--- src/rtl/hba_sonar_sched_pkg.sv ---
// hba_sonar_sched_pkg
//   Shared definitions for the HBA sonar ping scheduler: FSM state encodings
//   and a width helper. The register peripheral and the bench import the
//   same package, so the state encodings are defined in one place.
//   The timeout result is the all-ones value of the result width ('1).
// Ports: none (package).
package hba_sonar_sched_pkg;

   localparam logic [2:0] ST_IDLE      = 3'd0;
   localparam logic [2:0] ST_TRIG      = 3'd1;
   localparam logic [2:0] ST_WAIT_RISE = 3'd2;
   localparam logic [2:0] ST_MEASURE   = 3'd3;
   localparam logic [2:0] ST_HOLDOFF   = 3'd4;

   // clog2 with a floor of 1 bit, so one- and two-entry ranges still get a real signal.
   function automatic int min1_clog2(input int n);
      return (n <= 2) ? 1 : $clog2(n);
   endfunction

endpackage

--- src/rtl/hba_sonar_sched_if.sv ---
// hba_sonar_sched_if
//   Bundles the scheduler's peripheral-side and pin-side signals.
//   master : the scheduler (drives triggers, results, busy)
//   slave  : the register peripheral / pin side (drives mask and echoes)
// Signals:
//   en_mask      channel enables
//   sonar_trig   trigger outputs, at most one high
//   sonar_echo   asynchronous echo inputs
//   dist_value   last echo width in us (all-ones on timeout)
//   dist_chan    channel of dist_value
//   dist_timeout last result was a timeout
//   dist_valid   one-clock strobe, dist_* updated this cycle
//   busy         scheduler not idle
interface hba_sonar_sched_if #(
   parameter int NUM_SONAR = 2,
   parameter int DWIDTH    = 16
);
   import hba_sonar_sched_pkg::*;

   localparam int CHAN_W = min1_clog2(NUM_SONAR);

   logic [NUM_SONAR-1:0] en_mask;
   logic [NUM_SONAR-1:0] sonar_trig;
   logic [NUM_SONAR-1:0] sonar_echo;
   logic [DWIDTH-1:0]    dist_value;
   logic [CHAN_W-1:0]    dist_chan;
   logic                 dist_timeout;
   logic                 dist_valid;
   logic                 busy;

   modport master (
      input  en_mask, sonar_echo,
      output sonar_trig, dist_value, dist_chan, dist_timeout, dist_valid, busy
   );

   modport slave (
      output en_mask, sonar_echo,
      input  sonar_trig, dist_value, dist_chan, dist_timeout, dist_valid, busy
   );

endinterface

--- src/rtl/hba_us_tick.sv ---
// hba_us_tick
//   Microsecond prescaler: counts 0..US_DIV-1 and flags the terminal count.
//   A synchronous restart forces the count back to 0, so a state entered
//   with restart sees its first tick exactly US_DIV clocks later.
// Ports:
//   clk     in  system clock
//   reset   in  synchronous, active-high
//   restart in  synchronous restart to count 0
//   tick    out high on the terminal count
module hba_us_tick
   import hba_sonar_sched_pkg::*;
#(
   parameter int US_DIV = 50
) (
   input  logic clk,
   input  logic reset,
   input  logic restart,
   output logic tick
);

   localparam int            CW   = min1_clog2(US_DIV);
   localparam logic [CW-1:0] TERM = CW'(US_DIV - 1);

   logic [CW-1:0] cnt_reg;

   always_ff @(posedge clk) begin
      if (reset || restart)
         cnt_reg <= '0;
      else if (cnt_reg == TERM)
         cnt_reg <= '0;
      else
         cnt_reg <= cnt_reg + 1'b1;
   end

   assign tick = (cnt_reg == TERM);

endmodule

--- src/rtl/hba_sonar_sched.sv ---
// hba_sonar_sched
//   Time-multiplexed ping scheduler: fires one sonar channel at a time
//   (trigger pulse, echo width in us, holdoff) and moves round-robin to the
//   next enabled channel so sensors never hear each other's pings.
// Ports:
//   clk    in  system clock
//   reset  in  synchronous, active-high
//   bus    hba_sonar_sched_if.master: en_mask/sonar_echo in;
//          sonar_trig, dist_value, dist_chan, dist_timeout, dist_valid, busy out
module hba_sonar_sched
   import hba_sonar_sched_pkg::*;
#(
   parameter int CLK_FREQUENCY   = 50_250_000,
   parameter int NUM_SONAR       = 2,
   parameter int TRIG_US         = 10,
   parameter int ECHO_TIMEOUT_US = 30000,
   parameter int HOLDOFF_US      = 10000,
   parameter int DWIDTH          = 16
) (
   input  logic                clk,
   input  logic                reset,
   hba_sonar_sched_if.master   bus
);

   localparam int          US_DIV     = CLK_FREQUENCY / 1_000_000;
   localparam int          CHAN_W     = min1_clog2(NUM_SONAR);
   localparam logic [31:0] TRIG_LAST  = 32'(TRIG_US - 1);
   localparam logic [31:0] ECHO_LAST  = 32'(ECHO_TIMEOUT_US - 1);
   localparam logic [31:0] HOLD_LAST  = 32'(HOLDOFF_US - 1);
   localparam logic [31:0] RESULT_MAX = 32'((64'd1 << DWIDTH) - 64'd1);

   logic [2:0]           state_reg, state_next;
   logic [CHAN_W-1:0]    chan_reg, chan_next;
   logic [CHAN_W-1:0]    rr_reg, rr_next;
   // One counter serves every state's duration; the published width is
   // clamped to the result range, which gives a saturating measurement.
   logic [31:0]          us_cnt_reg;
   logic [NUM_SONAR-1:0] echo_meta_reg, echo_sync_reg;
   logic                 echo_prev_reg;
   logic [NUM_SONAR-1:0] trig_reg, trig_next;
   logic [DWIDTH-1:0]    dist_value_reg;
   logic [CHAN_W-1:0]    dist_chan_reg;
   logic                 dist_timeout_reg, dist_valid_reg;

   logic tick, restart, echo_sel, echo_rise, echo_fall, pub, pub_timeout;

   // First enabled channel strictly after ptr, wrapping; ptr itself comes last.
   function automatic logic [CHAN_W-1:0] pick_next(input logic [NUM_SONAR-1:0] mask,
                                                   input logic [CHAN_W-1:0]    ptr);
      logic [CHAN_W-1:0] sel;
      logic              found;
      int                idx;
      sel   = ptr;
      found = 1'b0;
      for (int k = 1; k <= NUM_SONAR; k++) begin
         idx = (int'(ptr) + k) % NUM_SONAR;
         if (!found && mask[CHAN_W'(idx)]) begin
            sel   = CHAN_W'(idx);
            found = 1'b1;
         end
      end
      return sel;
   endfunction

   hba_us_tick #(.US_DIV(US_DIV)) u_tick (
      .clk     (clk),
      .reset   (reset),
      .restart (restart),
      .tick    (tick)
   );

   // Edge detection runs on the selected channel only. echo_prev_reg follows
   // the selected bit through TRIG, so an echo already high when WAIT_RISE
   // starts is not mistaken for a rise.
   assign echo_sel  = echo_sync_reg[chan_reg];
   assign echo_rise = echo_sel && !echo_prev_reg;
   assign echo_fall = !echo_sel && echo_prev_reg;

   always_comb begin
      state_next  = state_reg;
      chan_next   = chan_reg;
      rr_next     = rr_reg;
      pub         = 1'b0;
      pub_timeout = 1'b0;
      case (state_reg)
         ST_IDLE: begin
            if (|bus.en_mask) begin
               chan_next  = pick_next(bus.en_mask, rr_reg);
               state_next = ST_TRIG;
            end
         end
         ST_TRIG: begin
            if (tick && us_cnt_reg == TRIG_LAST)
               state_next = ST_WAIT_RISE;
         end
         ST_WAIT_RISE: begin
            if (echo_rise) begin
               state_next = ST_MEASURE;
            end else if (tick && us_cnt_reg == ECHO_LAST) begin
               pub         = 1'b1;
               pub_timeout = 1'b1;
               state_next  = ST_HOLDOFF;
            end
         end
         ST_MEASURE: begin
            // A fall wins over a coinciding tick: that last tick is not counted.
            if (echo_fall) begin
               pub        = 1'b1;
               state_next = ST_HOLDOFF;
            end else if (tick && us_cnt_reg == ECHO_LAST) begin
               pub         = 1'b1;
               pub_timeout = 1'b1;
               state_next  = ST_HOLDOFF;
            end
         end
         ST_HOLDOFF: begin
            if (tick && us_cnt_reg == HOLD_LAST) begin
               rr_next    = chan_reg;
               state_next = ST_IDLE;
            end
         end
         default: state_next = ST_IDLE;
      endcase
   end

   // Every state change restarts the prescaler and the us counter.
   assign restart = (state_next != state_reg);

   for (genvar gi = 0; gi < NUM_SONAR; gi++) begin : g_trig
      assign trig_next[gi] = (state_next == ST_TRIG) && (chan_next == CHAN_W'(gi));
   end

   always_ff @(posedge clk) begin
      if (reset) begin
         state_reg        <= ST_IDLE;
         chan_reg         <= '0;
         rr_reg           <= CHAN_W'(NUM_SONAR - 1);
         us_cnt_reg       <= '0;
         echo_meta_reg    <= '0;
         echo_sync_reg    <= '0;
         echo_prev_reg    <= 1'b0;
         trig_reg         <= '0;
         dist_value_reg   <= '0;
         dist_chan_reg    <= '0;
         dist_timeout_reg <= 1'b0;
         dist_valid_reg   <= 1'b0;
      end else begin
         state_reg     <= state_next;
         chan_reg      <= chan_next;
         rr_reg        <= rr_next;
         echo_meta_reg <= bus.sonar_echo;
         echo_sync_reg <= echo_meta_reg;
         echo_prev_reg <= echo_sel;
         trig_reg      <= trig_next;
         if (restart)
            us_cnt_reg <= '0;
         else if (tick)
            us_cnt_reg <= us_cnt_reg + 32'd1;
         dist_valid_reg <= pub;
         if (pub) begin
            dist_value_reg   <= (pub_timeout || us_cnt_reg > RESULT_MAX) ? '1
                                                                         : us_cnt_reg[DWIDTH-1:0];
            dist_chan_reg    <= chan_reg;
            dist_timeout_reg <= pub_timeout;
         end
      end
   end

   assign bus.sonar_trig   = trig_reg;
   assign bus.dist_value   = dist_value_reg;
   assign bus.dist_chan    = dist_chan_reg;
   assign bus.dist_timeout = dist_timeout_reg;
   assign bus.dist_valid   = dist_valid_reg;
   assign bus.busy         = (state_reg != ST_IDLE);

endmodule
--- src/flat_wrapper.sv ---
// flat-port wrapper written by rule: the top's interface ports become plain ports
module hba_sonar_sched_flat import hba_sonar_sched_pkg::*;
#(
   parameter int CLK_FREQUENCY   = 50_250_000,
   parameter int NUM_SONAR       = 2,
   parameter int TRIG_US         = 10,
   parameter int ECHO_TIMEOUT_US = 30000,
   parameter int HOLDOFF_US      = 10000,
   parameter int DWIDTH          = 16
)
  (clk, reset, bus_en_mask, bus_sonar_echo, bus_sonar_trig, bus_dist_value, bus_dist_chan, bus_dist_timeout, bus_dist_valid, bus_busy);
  hba_sonar_sched_if #(.NUM_SONAR(NUM_SONAR), .DWIDTH(DWIDTH)) bus_i ();
  input  logic clk;
  input  logic reset;
  input wire logic [$bits(bus_i.en_mask)-1:0] bus_en_mask;
  input wire logic [$bits(bus_i.sonar_echo)-1:0] bus_sonar_echo;
  output wire logic [$bits(bus_i.sonar_trig)-1:0] bus_sonar_trig;
  output wire logic [$bits(bus_i.dist_value)-1:0] bus_dist_value;
  output wire logic [$bits(bus_i.dist_chan)-1:0] bus_dist_chan;
  output wire logic [$bits(bus_i.dist_timeout)-1:0] bus_dist_timeout;
  output wire logic [$bits(bus_i.dist_valid)-1:0] bus_dist_valid;
  output wire logic [$bits(bus_i.busy)-1:0] bus_busy;
  assign bus_i.en_mask = bus_en_mask;
  assign bus_i.sonar_echo = bus_sonar_echo;
  assign bus_sonar_trig = bus_i.sonar_trig;
  assign bus_dist_value = bus_i.dist_value;
  assign bus_dist_chan = bus_i.dist_chan;
  assign bus_dist_timeout = bus_i.dist_timeout;
  assign bus_dist_valid = bus_i.dist_valid;
  assign bus_busy = bus_i.busy;
  hba_sonar_sched #(.CLK_FREQUENCY(CLK_FREQUENCY), .NUM_SONAR(NUM_SONAR), .TRIG_US(TRIG_US), .ECHO_TIMEOUT_US(ECHO_TIMEOUT_US), .HOLDOFF_US(HOLDOFF_US), .DWIDTH(DWIDTH)) u_core (.clk(clk), .reset(reset), .bus(bus_i));
endmodule
--- config.mk ---
export PLATFORM = sky130hd
export DESIGN_NAME = hba_sonar_sched_flat
export DESIGN_NICKNAME = d
export VERILOG_FILES = /design/src/rtl/hba_sonar_sched_pkg.sv /design/src/rtl/hba_sonar_sched_if.sv /design/src/rtl/hba_us_tick.sv /design/src/rtl/hba_sonar_sched.sv /design/src/flat_wrapper.sv
export SDC_FILE = /design/constraint.sdc
export NUM_CORES = 1
export LEC_CHECK = 0
export CAP_MARGIN = 5
export CORE_MARGIN = 8
export CORE_UTILIZATION = 30
export DETAILED_ROUTE_END_ITERATION = 6
export GPL_TIMING_DRIVEN = 0
export PLACE_DENSITY_LB_ADDON = 0.15
export SETUP_SLACK_MARGIN = 0.05
export SLEW_MARGIN = 10
export SYNTH_ARGS = -nofsm -noshare
export SYNTH_HDL_FRONTEND = slang
export SYNTH_SLANG_ARGS = --single-unit
--- constraint.sdc ---
create_clock -name clk -period 2.2 [get_ports clk]
set_clock_uncertainty 0.15 [all_clocks]
set_input_delay 0.44 -clock clk [delete_from_list [all_inputs] [get_ports clk]]
set_output_delay 0.44 -clock clk [all_outputs]
set_load 0.02 [all_outputs]
==> impl_results.md <==
* Status: finished, violations left
* Failing checks: negative setup slack
* Mapped Cells at 356
* Worst-case clock buffer depth at 2
* Area leader, netlist: dfxtp_1
* # port buffers at 27
* Clk pwr share at 0.473
* Tot GR Track Use at 0.114
* Syn Nets at 366
* Commonest cells post-synth: 85 x nor2_1, 69 x dfxtp_1, 27 x nor3_1
* Worst Hold Class: flop to flop
* CP Capture Type: flop
* Minimum clock period at 2.31 ns
* Number of synthesized flops with an enable pin at 0
* Area contributors post-synth: dfxtp_1 46%, nor2_1 11%, xor2_1 5.8%
* Fraction of layout cells with a size suffix above 1 at 0.215
* Netlist Area Pre-Place at 3020 um2
* Initial antenna violation count at 0
* Final net count at 419
* Initial DRC Count at 100
* Global route overflow at 0
* Clock tree from TritonCTS: done
* Crit-path max FO at 5
* P_int at 2.12 mW
* CTS root buf: clkbuf_8
* Data arrival time of the worst path at 2.35 ns
* Slew @ Worst Pin at 0.704 ns
* Warnings, synthesis at 0
* H-tree depth at 3
* Sink Count at 69
* Starting Density at 0.309
* First-pass DRT Iterations at 4
* Headroom to the max-slew limit at 0.529
* Worst setup SP type: flop
* NetSw at 0.587 mW
* Cell variety after synth at 42
* Ys flop type: dfxtp_1
* Largest net degree at the start of global routing at 13
* Combinational share of power at 0.059
* Ports at 28
* Vias post-DR at 2534
* First-pass GRT wire length at 12.3 mm
* Placed instance count at 516
* Vias per cell at 4.63
* Worst EP required at 2.24 ns
* WHS at 0.293 ns
* CP max stage delay at 0.56 ns
* Antenna Violating Nets Remaining at 0
* Post-Layout Cell Count at 547
* Critical path class: flop to flop
* FMAX at 0.433 GHz
* DIE AREA at 13500 um2
* CTS Buf Count at 9
* Core ar. at 9770 um2
* Max VDD drop at 0.332 mV
* WL/cell at 13.5 um
* Pwr/cell area at 664 nW/um2
* Final count of hold timing violations at 0
* Max reg flops at 32
* Max-slew violation total from the final report at 0
* RSZ-0062 raised after global routing: true
* Count leader, synth: nor2_1
* P_leak at 1.44 nW
* Placed wire-length estimate at 4.97 mm
* Vias in the first global route at 2562
* DRC viols at 0
* Diodes inserted at 0
* Async set-reset flop share out of synthesis at 0
* Fin crit share at 1.05
* Die Width at 116 um
* Endpoints failing setup at 37
* Sw Ratio at 0.217
* Die Y at 116 um
* Max-cap violations at 0
* Synth Register Bits at 69
* Area grow syn2layout at 34.8%
* # rows at 36
* Yosys top cell area share at 0.457
* Final TNS setup at -3.37 ns
* Reg clk slew, reported paths at 0.07 ns
* DRT Wirelength at 7.41 mm
* Crit-path cells: or4_4, nor2_4, nand4_1, a41o_2, o31ai_4, buf_6, buf_4, nor3_1
* Critical Path Slowest Stage Cell: or4_4
* PnR worst setup slack at -0.111 ns
* Hold buffer count at cts at 0
* Routability-driven placement congestion ratio at 0.769
* Syn_area_per_cell at 8.49 um2
* Seq pwr share at 0.467
* Clock Latency Late Sink at 0.34 ns
* Post-synthesis sequential area ratio at 0.457
critical path, delay by kind of cell, from the launching register on:
kind	cells	cell delay [ns]
DFF	1	0.35
buffers and inverters	2	0.28
AOI/OAI and AO/OA	2	0.55
and+or+nand+nor	4	0.86
metal layers:
metal / track usage / up-vias / wire [um]
met2: 0.192 / 35 / 3440
li1: - / 1316 / -
met1: 0.138 / 1179 / 3550
met4: 0.0389 / 0 / 73
met5: 0 / - / 0
met3: 0.0295 / 4 / 340
logic make-up (layout without fill, tap and decap cells):
group                      Yosys count  in the layout  synth area share
muxes                                2              2           0.00663
xor gates and xnor gates            35             35             0.101
DFF                                 69             69             0.457
AOI/OAI and AO/OA                   17             18            0.0439
buffers and inverters               23             80            0.0393
adders and majority gates            4              4            0.0166
and+or+nand+nor                    206            206             0.335
timing repair:
action	CTS	global route
endpoints found under the setup margin	62	57
setup buffers	16	5
endpoints found under the hold margin	0	0
pin swaps	6	20
gates cloned	1	1
gates resized for setup	45	19
layout by cell type (no fill, tap or decap), types with 3 or more instances in the layout:
master,netlist,layout
clkdlybuf4s50_1,0,26
xor2_1,20,20
nor4_4,0,3
nand2_1,19,18
nand3_1,17,17
nor3_1,27,23
buf_6,4,7
clkbuf_1,13,6
nor2b_1,8,7
nor2_1,85,82
dfxtp_4,0,4
and3_1,10,9
bufinv_16,0,3
clkbuf_8,0,10
o21ai_0,4,3
and4_1,6,3
xnor2_1,15,15
dfxtp_2,0,7
and2_1,4,3
inv_1,3,3
nor4_1,9,4
clkbuf_2,0,3
or3_1,3,3
nor4_2,1,3
nand4_1,7,7
nor3_2,0,4
buf_4,0,18
dfxtp_1,69,58
final cells by class:
cell class / count / area [um2]
fill: 1036 / 5700
multi-input combinational: 265 / 1690
sequential: 69 / 1410
timing repair buffer: 49 / 459
tap: 133 / 166
clock buffer: 11 / 141
clock inverter: 5 / 108
buffer: 12 / 88.8
inverter: 3 / 11.3
through the flow:
step                       util  total power, mW  worst slack [ns]  instance area, um2
after floorplan               -             1.38           -0.0441                3020
after global placement    0.354             1.42            -0.496                3460
after CTS                 0.405             2.74            -0.120                3960
final                     0.417             2.71            -0.111                4070
after detailed placement  0.354             1.42            -0.478                3460
after global routing      0.417             2.81            -0.189                4070
worst paths after layout:
check	to	depth (start not counted)	slack [ns]	from
setup / recovery	u_core.u_tick.cnt_reg[2]$_SDFF_PP0_	8	-0.11	u_core.us_cnt_reg[6]$_SDFFE_PP0P_
hold / removal	u_core.u_tick.cnt_reg[0]$_SDFF_PP0_	1	0.29	u_core.u_tick.cnt_reg[0]$_SDFF_PP0_
setup reg to reg	u_core.u_tick.cnt_reg[2]$_SDFF_PP0_	8	-0.11	u_core.us_cnt_reg[6]$_SDFFE_PP0P_
hold reg to reg	u_core.u_tick.cnt_reg[0]$_SDFF_PP0_	1	0.29	u_core.u_tick.cnt_reg[0]$_SDFF_PP0_
power groups by stage:
stage | sequential (mW) | combinational (mW) | clock [mW]
after floorplan | 1.30 | 0.0784 | 0
final | 1.26 | 0.161 | 1.28
after global placement | 1.30 | 0.124 | 0
after CTS | 1.26 | 0.158 | 1.32
after global routing | 1.27 | 0.178 | 1.37
after detailed placement | 1.30 | 0.123 | 0
Power figures use the tool's default switching activity.
